File: src/rtl/uart_rx.sv
// uart_rx: 16x-oversampled 8N1 UART receiver behind a 2-flop input synchronizer.
// Define UART_RX_PARITY_EN to add an even-parity bit (8E1) and the parity_err output.
module uart_rx #(
  parameter int CLK_FREQ = 50000000
) (
  input  logic       clk,
  input  logic       n_rst,
  input  logic       baudrate,
  input  logic       uart_rxd,
  output logic [7:0] dout,
  output logic       done,
`ifdef UART_RX_PARITY_EN
  output logic       parity_err,
`endif
  output logic       frame_err
);

  localparam int DIV_SLOW = (CLK_FREQ + 8 * 9600) / (16 * 9600);
  localparam int DIV_FAST = (CLK_FREQ + 8 * 115200) / (16 * 115200);
  localparam int DIV_W    = $clog2(DIV_SLOW);

  localparam logic [DIV_W-1:0] SLOW_LAST = DIV_W'(DIV_SLOW - 1);
  localparam logic [DIV_W-1:0] FAST_LAST = DIV_W'(DIV_FAST - 1);

  typedef enum logic [2:0] {
    S_IDLE,
    S_START,
    S_DATA,
    S_STOP,
    S_WAIT_IDLE
`ifdef UART_RX_PARITY_EN
    , S_PARITY
`endif
  } state_t;

  state_t           state_q;
  logic             rxd_meta_q, rxd_sync_q, rxd_prev_q;
  logic             baud_q;
  logic [DIV_W-1:0] div_cnt_q;
  logic [3:0]       tick_cnt_q;
  logic [2:0]       bit_cnt_q;
  logic [7:0]       shift_q;
  logic [7:0]       dout_q;
  logic             done_q, frame_err_q;
`ifdef UART_RX_PARITY_EN
  logic             par_q;
  logic             parity_err_q;
`endif

  logic [DIV_W-1:0] div_last;
  logic             tick;
  logic             bit_end;
  logic [7:0]       shift_d;

  always_comb begin
    div_last = baud_q ? FAST_LAST : SLOW_LAST;
    tick     = (div_cnt_q == div_last);
    bit_end  = tick && (tick_cnt_q == 4'd15);
    shift_d  = {rxd_sync_q, shift_q[7:1]};
  end

  always_ff @(posedge clk) begin
    if (!n_rst) begin
      state_q      <= S_IDLE;
      rxd_meta_q   <= 1'b1;
      rxd_sync_q   <= 1'b1;
      rxd_prev_q   <= 1'b1;
      baud_q       <= 1'b0;
      div_cnt_q    <= '0;
      tick_cnt_q   <= '0;
      bit_cnt_q    <= '0;
      shift_q      <= '0;
      dout_q       <= '0;
      done_q       <= 1'b0;
      frame_err_q  <= 1'b0;
`ifdef UART_RX_PARITY_EN
      par_q        <= 1'b0;
      parity_err_q <= 1'b0;
`endif
    end else begin
      rxd_meta_q  <= uart_rxd;
      rxd_sync_q  <= rxd_meta_q;
      rxd_prev_q  <= rxd_sync_q;
      done_q      <= 1'b0;
      frame_err_q <= 1'b0;
`ifdef UART_RX_PARITY_EN
      parity_err_q <= 1'b0;
`endif
      div_cnt_q <= tick ? '0 : div_cnt_q + 1'b1;

      case (state_q)
        S_IDLE: begin
          // Falling edge: restart the divider so tick phase follows this frame.
          if (rxd_prev_q && !rxd_sync_q) begin
            state_q    <= S_START;
            baud_q     <= baudrate;
            div_cnt_q  <= '0;
            tick_cnt_q <= '0;
          end
        end
        S_START: begin
          if (tick) begin
            if (tick_cnt_q == 4'd7) begin
              tick_cnt_q <= '0;
              bit_cnt_q  <= '0;
              state_q    <= rxd_sync_q ? S_IDLE : S_DATA;
            end else begin
              tick_cnt_q <= tick_cnt_q + 4'd1;
            end
          end
        end
        S_DATA: begin
          if (tick) tick_cnt_q <= tick_cnt_q + 4'd1;
          if (bit_end) begin
            shift_q   <= shift_d;
            bit_cnt_q <= bit_cnt_q + 3'd1;
`ifdef UART_RX_PARITY_EN
            if (bit_cnt_q == 3'd7) state_q <= S_PARITY;
`else
            if (bit_cnt_q == 3'd7) state_q <= S_STOP;
`endif
          end
        end
`ifdef UART_RX_PARITY_EN
        S_PARITY: begin
          if (tick) tick_cnt_q <= tick_cnt_q + 4'd1;
          if (bit_end) begin
            par_q   <= rxd_sync_q;
            state_q <= S_STOP;
          end
        end
`endif
        S_STOP: begin
          if (tick) tick_cnt_q <= tick_cnt_q + 4'd1;
          // Leave at mid-stop so a start bit directly after the stop is caught.
          if (bit_end) begin
            if (rxd_sync_q) begin
              state_q <= S_IDLE;
`ifdef UART_RX_PARITY_EN
              if (^{shift_q, par_q}) begin
                parity_err_q <= 1'b1;
              end else begin
                dout_q <= shift_q;
                done_q <= 1'b1;
              end
`else
              dout_q <= shift_q;
              done_q <= 1'b1;
`endif
            end else begin
              frame_err_q <= 1'b1;
              state_q     <= S_WAIT_IDLE;
            end
          end
        end
        S_WAIT_IDLE: begin
          if (rxd_sync_q) state_q <= S_IDLE;
        end
        default: state_q <= S_IDLE;
      endcase
    end
  end

  assign dout      = dout_q;
  assign done      = done_q;
  assign frame_err = frame_err_q;
`ifdef UART_RX_PARITY_EN
  assign parity_err = parity_err_q;
`endif

endmodule

File: config.mk
export PLATFORM = sky130hd
export DESIGN_NAME = uart_rx
export DESIGN_NICKNAME = d
export VERILOG_FILES = /design/src/rtl/uart_rx.sv
export SDC_FILE = /design/constraint.sdc
export NUM_CORES = 1
export LEC_CHECK = 0
export BUFFER_PORTS_ARGS = -buffer_cell sky130_fd_sc_hd__buf_2
export CAP_MARGIN = 25
export CORE_UTILIZATION = 58
export CTS_CLUSTER_DIAMETER = 30
export DETAILED_ROUTE_END_ITERATION = 10
export HOLD_SLACK_MARGIN = 0.08
export PLACE_DENSITY = 0.77
export SETUP_SLACK_MARGIN = 0.3
export SLEW_MARGIN = 40
export SYNTH_ARGS = -nofsm -noshare
export SYNTH_HDL_FRONTEND = slang
export SYNTH_SLANG_ARGS = --single-unit
export TNS_END_PERCENT = 1
File: constraint.sdc
create_clock -name clk -period 2.12 [get_ports clk]
set_clock_uncertainty 0.05 [all_clocks]
set_input_delay 0.53 -clock clk [delete_from_list [all_inputs] [get_ports clk]]
set_output_delay 0.53 -clock clk [all_outputs]
set_load 0.02 [all_outputs]
==> impl_metrics.toml <==
[status]
status = "finished, final reports clean"

[job]
cap_viol_max_count = 0

[min_path]
hold_depth = 2
hold_path_class = "input port to flop"
min_to = "rxd_meta_q$_SDFF_PN1_"
hp-start = "uart_rxd"

[final_layout]
layout-drive-gt1-share_pct = 21.7
antenna-diode-count = 0
mostFrequentLayoutCells = "dfxtp_1, nor2_1, nand2_1"
syn_to_final_growth_pct = 13.8
layout_commonest_cell = "dfxtp_1"
fin_nets = 233

[clock_network]
cts_tree = "built"
cts_buffers = 5
clk_path_buf_depth = 2
cts_sinks = 41
cts_hold_buf = 0
insertion_delay_ps = 360
htree_levels = 2
root_buffer = "clkbuf_4"
clkTransAtPathRegs_ps = 120

[power]
power.leakage_nw = 0.886
irDropWorstVdd_uv = 535
p_per_area_nw_per_um2 = 606
comb_power_share_pct = 6.2
swShare_pct = 25.7
p_seq_share_pct = 63.0
clkPwrFrac_pct = 30.8
internal_power_mw = 0.936
p_sw_mw = 0.323

[timing]
period_minus_slack_ps = 1900
hold_viol = 0
worst_pin_slew_ps = 501
slew_violations = 0
setup_slack_ps = 217
setup_tns_ps = 0
max_freq_ghz = 0.526
final-setup-viol-count = 0
grt_setup_unrepaired = "yes"
min_period_over_period_pct = 89.8
relSlewSlack_pct = 66.1

[detailed_routing]
drtIter0Drc = 85
antenna_left = 0
drt_pre_antenna_iters = 4
wl_per_cell_um = 14.0
drcViolationCount = 0
via_count = 1565
viasPerCell = 5.84
drt-total-wl_um = 3750

[yosys]
synth_fp_nets = 215
synth_top_cell_by_area = "dfxtp_1"
synth-edff-count = 0
synth_cell_types = 41
ys_top_cells_by_area = "dfxtp_1, mux2i_1, nor2_1, nand3_1, nand2_1"
syn_inst = 207
ys_seq_area_share_pct = 45.0
synthArstFlopShare_pct = 0
ys_ff_latch = 41
synth.cell_area_um2 = 1820
synthFlopType = "dfxtp_1"
syn_avg_cell_area_um2 = 8.81
yosys_warnings = 0
synthDominantCellAreaShare_pct = 45.0

[floorplan]
die_h_um = 58.1
std_cell_rows = 19
core_area_um2 = 2880
die_x_um = 58.1
start_util_pct = 63.4
ios = 14
die_area_um2 = 3370

[placed_design]
dp_hpwl_um = 2530
gp_congestion = 0.967
io_buffers = 13
dpl_worst_slack_ps = 65.8

[setup_path]
startpoint_type = "flop"
crit_type = "flop to flop"
cp_data_arrival_time_ps = 2120
rr_startpoint = "tick_cnt_q[1]$_SDFFE_PN0P_"
cp_max_fo = 10
timing.reg2reg.setup_slack_ps = 220
r2r_end = "state_q[0]$_SDFFE_PN0P_"
r2r_cells = 6
endpoint_kind = "flop"
required_ps = 2340

[global_routing]
grt_max_degree = 19
grt_antenna_before_repair = 0
grt_pass1_wl_um = 6380
track_usage_pct = 24.9
grt_overflow = 0
grt_pass1_vias = 1407
==> metrics by stage <==
step | total power [mW] | util (%) | instances | hold WS, ps | cell area, um2
finish | 1.26 | 72.2 | 268 | 297 | 2080
global route | 1.32 | 72.2 | 268 | 298 | 2080
CTS | 1.26 | 71.2 | 267 | 296 | 2050
detailed placement | 0.880 | 67.8 | 258 | 357 | 1950
global placement | 0.876 | 67.8 | 258 | 356 | 1950
floorplan | 0.861 | - | 207 | 336 | 1830
==> power by group through the flow <==
stage | sequential, mW | combinational, mW | clock, mW
after floorplan | 0.809 | 0.0520 | 0
after detailed placement | 0.814 | 0.0661 | 0
after global placement | 0.813 | 0.0636 | 0
after CTS | 0.794 | 0.0756 | 0.393
final | 0.794 | 0.0781 | 0.387
after global routing | 0.795 | 0.0879 | 0.437
==> kinds of logic (layout without fill, tap and decap cells) <==
logic type / Yosys count / in the layout / synth area share (%)
and+or+nand+nor: 94 / 94 / 26.2
DFF: 41 / 41 / 45.0
AOI/OAI and AO/OA: 33 / 33 / 12.5
buffers and inverters: 16 / 35 / 3.64
muxes: 12 / 12 / 6.58
xor gates and xnor gates: 7 / 7 / 3.36
adders and majority gates: 4 / 4 / 2.74
==> final cells by class <==
class / count / area, um2
sequential: 41 / 840
inverter: 6 / 22.5
tap: 42 / 52.6
clock buffer: 5 / 37.5
fill: 217 / 801
timing repair buffer: 21 / 125
clock inverter: 3 / 17.5
multi-input combinational: 150 / 981
==> per-layer routing <==
| layer | vias to the layer above | GRT usage [%] | wire [um] |
|---|---|---|---|
| li1 | 770 | - | - |
| met1 | 738 | 30.5 | 1690 |
| met2 | 51 | 40.9 | 1810 |
| met3 | 6 | 7.81 | 185 |
| met4 | 0 | 9.18 | 62 |
| met5 | - | 0 | 0 |
==> state kept, by name, summed over array words and instances, names as in the netlist <==
| name | cells |
|---|---|
| tick_cnt_q | 4 |
| dout | 8 |
| rxd_sync_q | 1 |
| div_cnt_q | 9 |
| rxd_prev_q | 1 |
| baud_q | 1 |
| done | 1 |
| frame_err | 1 |
| state_q | 3 |
| rxd_meta_q | 1 |
| bit_cnt_q | 3 |
| shift_q | 8 |
==> Yosys cell counts, types with 2 or more instances <==
cell type / count
dfxtp_1: 41
nor2_1: 25
nand2_1: 21
nand3_1: 16
a21oi_1: 15
mux2i_1: 12
clkbuf_1: 7
nand4_1: 7
inv_1: 6
xor2_1: 6
and3_1: 5
nand2b_1: 5
o21ai_0: 5
ha_1: 4
and2_1: 3
and4bb_2: 2
buf_2: 2
or3_1: 2
==> worst max path at each step <==
stage	from	endpoint	slack, ps	cells past startpoint
finish	tick_cnt_q[1]$_SDFFE_PN0P_	state_q[0]$_SDFFE_PN0P_	220	6
global route	div_cnt_q[1]$_SDFF_PN0_	bit_cnt_q[1]$_SDFFE_PN0P_	160	5
CTS	div_cnt_q[2]$_SDFF_PN0_	bit_cnt_q[1]$_SDFFE_PN0P_	210	5
detailed placement	div_cnt_q[4]$_SDFF_PN0_	bit_cnt_q[1]$_SDFFE_PN0P_	70	5
global placement	div_cnt_q[4]$_SDFF_PN0_	bit_cnt_q[1]$_SDFFE_PN0P_	160	5
floorplan	state_q[0]$_SDFFE_PN0P_	tick_cnt_q[3]$_SDFFE_PN0P_	230	6
==> worst max-delay path: stages (launching register included) <==
cell and delay, ps:
dfxtp_1 390, ha_1 240, and3_1 230, and2_1 210, and2_2 290, nand4_1 140
a31oi_1 250
==> what timing repair did <==
| action | 4_1_cts | 5_1_grt |
|---|---|---|
| pin swaps | 2 | 4 |
| endpoints found under the hold margin | 0 | 0 |
| buffers inserted | 1 | 1 |
| gates resized for setup | 12 | 8 |
| setup endpoints to repair | 24 | 16 |
(Power assumes the default switching activity.)
